File: config.mk
export PLATFORM = sky130hd
export DESIGN_NAME = ram_block_copier
export DESIGN_NICKNAME = d
export VERILOG_FILES = /design/src/rtl/ram_block_copier.sv
export SDC_FILE = /design/constraint.sdc
export NUM_CORES = 1
export LEC_CHECK = 0
export ABC_AREA = 1
export BUFFER_PORTS_ARGS = -buffer_cell sky130_fd_sc_hd__buf_2
export CORE_MARGIN = 2
export CORE_UTILIZATION = 35
export DETAILED_ROUTE_END_ITERATION = 12
export PLACE_DENSITY = 0.68
export SLEW_MARGIN = 20
export SYNTH_ARGS = -nofsm -noshare
export SYNTH_HDL_FRONTEND = slang
export SYNTH_SLANG_ARGS = --single-unit
File: constraint.sdc
create_clock -name clock -period 1.6 [get_ports clock]
set_clock_uncertainty 0.15 [all_clocks]
set_input_delay 0.08 -clock clock [delete_from_list [all_inputs] [get_ports clock]]
set_output_delay 0.08 -clock clock [all_outputs]
set_load 0.02 [all_outputs]
File: src/rtl/ram_block_copier.sv
// Word-granular RAM block copier: alternates a read and a write-back per word (2 cycles/word).
// Optional macro COPY_FILL_EN adds a pattern-fill mode that writes one word per cycle.
module ram_block_copier #(
  parameter int ADDR_WIDTH = 12,
  parameter int LEN_WIDTH  = 11
) (
  input  logic                  clock,
  input  logic                  reset,
  input  logic                  start_valid,
  output logic                  start_ready,
  input  logic [ADDR_WIDTH-1:0] start_src,
  input  logic [ADDR_WIDTH-1:0] start_dst,
  input  logic [LEN_WIDTH-1:0]  start_len,
`ifdef COPY_FILL_EN
  input  logic                  start_fill,
  input  logic [31:0]           start_pattern,
`endif
  output logic [ADDR_WIDTH-1:0] mem_addr,
  output logic                  mem_cs,
  output logic                  mem_wren,
  output logic [31:0]           mem_wdata,
  output logic [3:0]            mem_wmask,
  input  logic [31:0]           mem_rdata,
  output logic                  busy,
  output logic                  done,
  output logic [LEN_WIDTH-1:0]  words_done
);

  typedef enum logic [2:0] {
    IDLE = 3'd0,
    RD   = 3'd1,
    WR   = 3'd2,
    DONE = 3'd3,
    FILL = 3'd4
  } state_t;

  localparam logic [ADDR_WIDTH-1:0] WORD_STEP  = ADDR_WIDTH'(4);
  localparam logic [ADDR_WIDTH-1:0] ALIGN_MASK = ~ADDR_WIDTH'(3);
  localparam logic [LEN_WIDTH-1:0]  LEN_ONE    = LEN_WIDTH'(1);
  localparam logic [LEN_WIDTH-1:0]  LEN_ZERO   = LEN_WIDTH'(0);

  state_t                state;
  logic [ADDR_WIDTH-1:0] src_ptr;
  logic [ADDR_WIDTH-1:0] dst_ptr;
  logic [LEN_WIDTH-1:0]  remaining;
  logic [31:0]           pattern;

  // Control FSM: pointers, counters and the status outputs are all registered here.
  always_ff @(posedge clock) begin
    if (reset) begin
      state       <= IDLE;
      src_ptr     <= '0;
      dst_ptr     <= '0;
      remaining   <= '0;
      words_done  <= '0;
      pattern     <= 32'h0000_0000;
      done        <= 1'b0;
      busy        <= 1'b0;
      start_ready <= 1'b1;
    end else begin
      case (state)
        IDLE: begin
          done <= 1'b0;
          if (start_valid) begin
            src_ptr     <= start_src & ALIGN_MASK;
            dst_ptr     <= start_dst & ALIGN_MASK;
            remaining   <= start_len;
            words_done  <= '0;
            busy        <= 1'b1;
            start_ready <= 1'b0;
`ifdef COPY_FILL_EN
            pattern <= start_pattern;
            if (start_len == LEN_ZERO) begin
              state <= DONE;
              done  <= 1'b1;
            end else if (start_fill) begin
              state <= FILL;
            end else begin
              state <= RD;
            end
`else
            if (start_len == LEN_ZERO) begin
              state <= DONE;
              done  <= 1'b1;
            end else begin
              state <= RD;
            end
`endif
          end
        end
        RD: begin
          state <= WR;
        end
        WR: begin
          src_ptr    <= src_ptr + WORD_STEP;
          dst_ptr    <= dst_ptr + WORD_STEP;
          remaining  <= remaining - LEN_ONE;
          words_done <= words_done + LEN_ONE;
          if (remaining == LEN_ONE) begin
            state <= DONE;
            done  <= 1'b1;
          end else begin
            state <= RD;
          end
        end
`ifdef COPY_FILL_EN
        FILL: begin
          dst_ptr    <= dst_ptr + WORD_STEP;
          remaining  <= remaining - LEN_ONE;
          words_done <= words_done + LEN_ONE;
          if (remaining == LEN_ONE) begin
            state <= DONE;
            done  <= 1'b1;
          end
        end
`endif
        DONE: begin
          state       <= IDLE;
          done        <= 1'b0;
          busy        <= 1'b0;
          start_ready <= 1'b1;
        end
        default: begin
          state       <= IDLE;
          done        <= 1'b0;
          busy        <= 1'b0;
          start_ready <= 1'b1;
        end
      endcase
    end
  end

  // RAM request decode; write data is the previous cycle's read data passed straight through.
  always_comb begin
    mem_cs    = 1'b0;
    mem_wren  = 1'b0;
    mem_addr  = '0;
    mem_wdata = 32'h0000_0000;
    mem_wmask = 4'h0;
    if (reset) begin
      mem_cs    = 1'b0;
      mem_wren  = 1'b0;
    end else begin
      case (state)
        RD: begin
          mem_cs   = 1'b1;
          mem_addr = src_ptr;
        end
        WR: begin
          mem_cs    = 1'b1;
          mem_wren  = 1'b1;
          mem_wmask = 4'hF;
          mem_addr  = dst_ptr;
          mem_wdata = mem_rdata;
        end
`ifdef COPY_FILL_EN
        FILL: begin
          mem_cs    = 1'b1;
          mem_wren  = 1'b1;
          mem_wmask = 4'hF;
          mem_addr  = dst_ptr;
          mem_wdata = pattern;
        end
`endif
        default: begin
          mem_cs = 1'b0;
        end
      endcase
    end
  end

`ifndef COPY_FILL_EN
  // Without fill mode the pattern register is never loaded; keep it referenced.
  logic unused_pattern;
  assign unused_pattern = ^pattern;
`endif

endmodule

==> results.txt <==
The flow ran to the end, but the final reports show violations. The checks that failed: setup timing. In the synthesized netlist, the number of instances is 516.

For the worst setup path, the data required time is 1.37 ns. The maximum number of pins on one net before global-route repair came out at 25. The count of buffer and inverter cells on the critical path came out at 4. The utilization after layout came out at 73.4%. After detailed placement, the total cell area comes to 4250 µm². The minimum setup slack in the final design is -0.358 ns. For the finished layout, the period the worst path requires is 1.96 ns. Headroom to the max-slew limit came out at 55.9%. The remaining design rule violation count came out at 0. Summing over every cut layer, the via total after detailed routing is 4376. The critical path is of the flop to primary output type. Setup repair after global routing could not meet its margin everywhere. The clock-pin transition on the worst setup and hold timing paths came out at 0.10 ns. Compared with the post-synthesis result, the final layout area differs by 103%. The number of cell instances on the worst register-to-register path is 10. For this configuration, the core starts out at a cell density of 36.2%. The worst setup path is captured at a primary output. Traced cell by cell, the critical path runs through inv_4 > ha_4 > inv_2 > nor2_4 > clkinv_4 > a21oi_2 > buf_4.

In the final routed layout, each cell accounts on average for 16.0 µm. The most used flip-flop cell after synthesis is dfxtp_1. The worst-case vdd ir drop came out at 0.000445 V.

The number of fill cells came out at 632. Along the worst path, the maximum fanout reaches 5. The final setup violation count is 89.

The library cell used most frequently in the layout, excluding fill and tap cells, is nand2_1. The total area inside the core boundary comes to 8720 µm². After synthesis the netlist holds a flip-flop and latch count of 47. For this design, the sink count on the clock tree is 47. For this block, the routed nets add up to 13500 µm of wire. Of the synthesized area, sequential elements account for 29.8%. The number of iterations in the first detailed-routing pass is 4. The family of cells with the greatest summed delay on the critical path is buffers and inverters.

In the layout the commonest cells are nand2_1 (94), buf_2 (79), buf_6 (62). The final clock period utilization by the worst path came out at 122%. The standard-cell row count is 34. Along the worst hold path, the cell count comes to 4. The endpoint of the worst-slack reg-to-reg timing path is remaining[3]. In the final design database the tool counted 813 nets. Summing all multi-input logic gate instances after layout gives 2800 µm².

The total congestion overflow is 0. The number of global-route vias before repair came to 4290. For hold timing, the worst endpoint is state[1].

The remaining number of nets flagged by the antenna check after routing is 0. TritonCTS built the clock tree. At the pin with the least slew margin, the transition time is 0.661 ns. The overall fraction of global-route tracks in use came out at 24.5%. Setup slack on the worst reg-to-reg path comes out at -0.22 ns. Detailed placement ended at an HPWL of 7500 µm. The number of input and output port buffers inserted is 127. The die footprint came out at 9800 µm². The floorplan die width came out at 99.0 µm. The number of flops mapped to enable cells by yosys came out at 0. The combined flip-flop and latch cell area is 946 µm². The finished cells cover 6400 µm². The final count of pins violating max slew came out at 0.

The hold path startpoint is start_valid. The total CTS buffers came out at 5. The share of final-layout standard cells stronger than drive strength 1 is 51.8%. The worst setup path is launched from a flop.

The last weighted congestion value of the routability-driven placer is 0.877. The power per unit of standard cell area is 717 nW/µm². Across the run, the number of max-cap violations was 0. The average cell area after synthesis is 6.12 µm². The number of placed I/O pins came out at 134. The clock passes through at most 2 buffers. The cell area that synthesis handed to floorplanning was 3160 µm². At the later pin of the worst-skew pair, clock insertion delay measures 0.31 ns.

The worst register-to-register path begins at state[1]. The clock tree synthesis step divided the H-tree into 2 levels. The per-cell via count in the routed design is 5.19. The min-delay analysis places its worst path in the category input port to flop. The number of hold-slack violations in the final timing report came out at 0.

The number of antenna violations at the first check in global routing is 0. Based on the critical path, the design can be clocked at up to 511 MHz. The share of flip-flops with an asynchronous set or reset is 0%.

The root buffer cell chosen for the clock tree is clkbuf_8. The most critical setup path has its startpoint at state[0]. The global-route wire length before repair came out at 19900 µm.

The initial DRC count came out at 220. The total number of yosys warnings is 0. In this design, the stage delay of the slowest critical-path cell is 0.37 ns. Data arrives at the worst endpoint at 1.73 ns. The worst hold slack is 0.00840 ns.

The leakage power of the design came out at 2.84 nW. The chip height came out at 99.0 µm. The number of library cell types mapped by synthesis came out at 40. The repair_antennas step left the layout with diodes totalling 0. For this design, the slowest cell found on the critical path is dfxtp_2.
==> synth_stat cells (2+ instances only) <==
cell | instances | share of area [%]
mux2i_1 | 2 | 0.63
ha_1 | 9 | 3.6
o21ai_0 | 34 | 5.4
inv_1 | 39 | 4.6
a21oi_1 | 34 | 5.4
xor2_1 | 3 | 0.83
clkbuf_1 | 6 | 0.71
nor2_4 | 2 | 0.71
o211ai_1 | 3 | 0.71
nand2_1 | 140 | 17
a31oi_1 | 4 | 0.79
o21bai_1 | 2 | 0.48
o21ai_1 | 10 | 1.6
nand4_1 | 8 | 1.6
inv_2 | 5 | 0.59
clkinv_1 | 2 | 0.24
nor3_1 | 5 | 0.79
o22ai_1 | 6 | 1.2
buf_4 | 7 | 1.7
nand3b_1 | 2 | 0.48
nor2_1 | 89 | 11
nand3_1 | 26 | 4.1
xnor2_1 | 3 | 0.83
buf_2 | 13 | 2.1
dfxtp_1 | 47 | 30
==> through the flow <==
step | total power, mW | cells | setup slack, ns | TNS (ns)
floorplan | 2.26 | 517 | -0.0114 | -0.196
finish | 4.59 | 843 | -0.358 | -17.27
detailed placement | 2.79 | 764 | -0.129 | -3.66
global placement | 2.75 | 764 | -0.0644 | -1.22
global route | 4.80 | 843 | -0.386 | -22.29
CTS | 4.24 | 836 | -0.300 | -15.44
==> power by group <==
part	total (mW)	switching (mW)	internal, mW	leakage [nW]
combinational	2.40	1.25	1.14	2.41
clock	0.747	0.440	0.307	0.0412
sequential	1.45	0.144	1.30	0.387
==> final cells by class <==
type / instances / area share (%)
sequential: 47 / 14.8
clock buffer: 6 / 1.13
inverter: 47 / 3.38
clock inverter: 2 / 0.196
multi-input combinational: 397 / 43.8
timing repair inverter: 1 / 0.137
tap: 108 / 2.11
timing repair buffer: 235 / 34.4
==> per-layer routing <==
layer  up-vias  global-route usage (%)  part of all wire [%]
met1      2087                    29.6                    40
met2       161                    44.8                    53
li1       2102                       -                     -
met5         -                       0                     0
met4         0                    7.48                   2.1
met3        26                    3.12                   5.1
==> registers in the layout, indices dropped and copies added (netlist names) <==
register and flops:
busy 1, words_done 11, dst_ptr 10, src_ptr 10
done 1, state 2, remaining 11, start_ready 1
==> how the worst max path moves through the flow <==
| stage | to | slack (ns) | cells past startpoint |
|---|---|---|---|
| 2_1_floorplan | words_done[8] | -0.01 | 10 |
| 3_3_place_gp | src_ptr[4] | -0.06 | 10 |
| 3_5_place_dp | src_ptr[4] | -0.13 | 10 |
| 4_1_cts | mem_addr[5] | -0.30 | 7 |
| 5_1_grt | mem_cs | -0.39 | 8 |
| 6_report | mem_addr[4] | -0.36 | 7 |
==> worst register-to-register path: stages (launching register included) <==
cell	delay, ns
dfxtp_2	0.37
buf_6	0.11
ha_4	0.19
buf_6	0.13
nand2_4	0.06
nand2_8	0.11
inv_8	0.05
nor2_8	0.20
buf_12	0.17
o211ai_1	0.10
o21ai_1	0.10
==> cells by family (layout without fill, tap and decap cells) <==
logic type	count (synthesis)	after routing	synth area share, %
xor+xnor	6	6	1.66
simple gates	280	280	37.2
fa+ha+maj	9	9	3.57
flops	47	47	29.8
mux	2	2	0.634
other cells	1	2	0.119
buf+inv	73	291	10.1
compound gates	98	98	16.9
==> timing repair <==
| item | in CTS | in global routing |
|---|---|---|
| endpoints found under the setup margin | 85 | 95 |
| resized for setup | 230 | 153 |
| gates cloned | 10 | 0 |
| hold buffers | 31 | 0 |
| pin swaps | 28 | 48 |
| endpoints found under the hold margin | 31 | 0 |
| buffers inserted | 24 | 15 |
(Power assumes the default switching activity.)
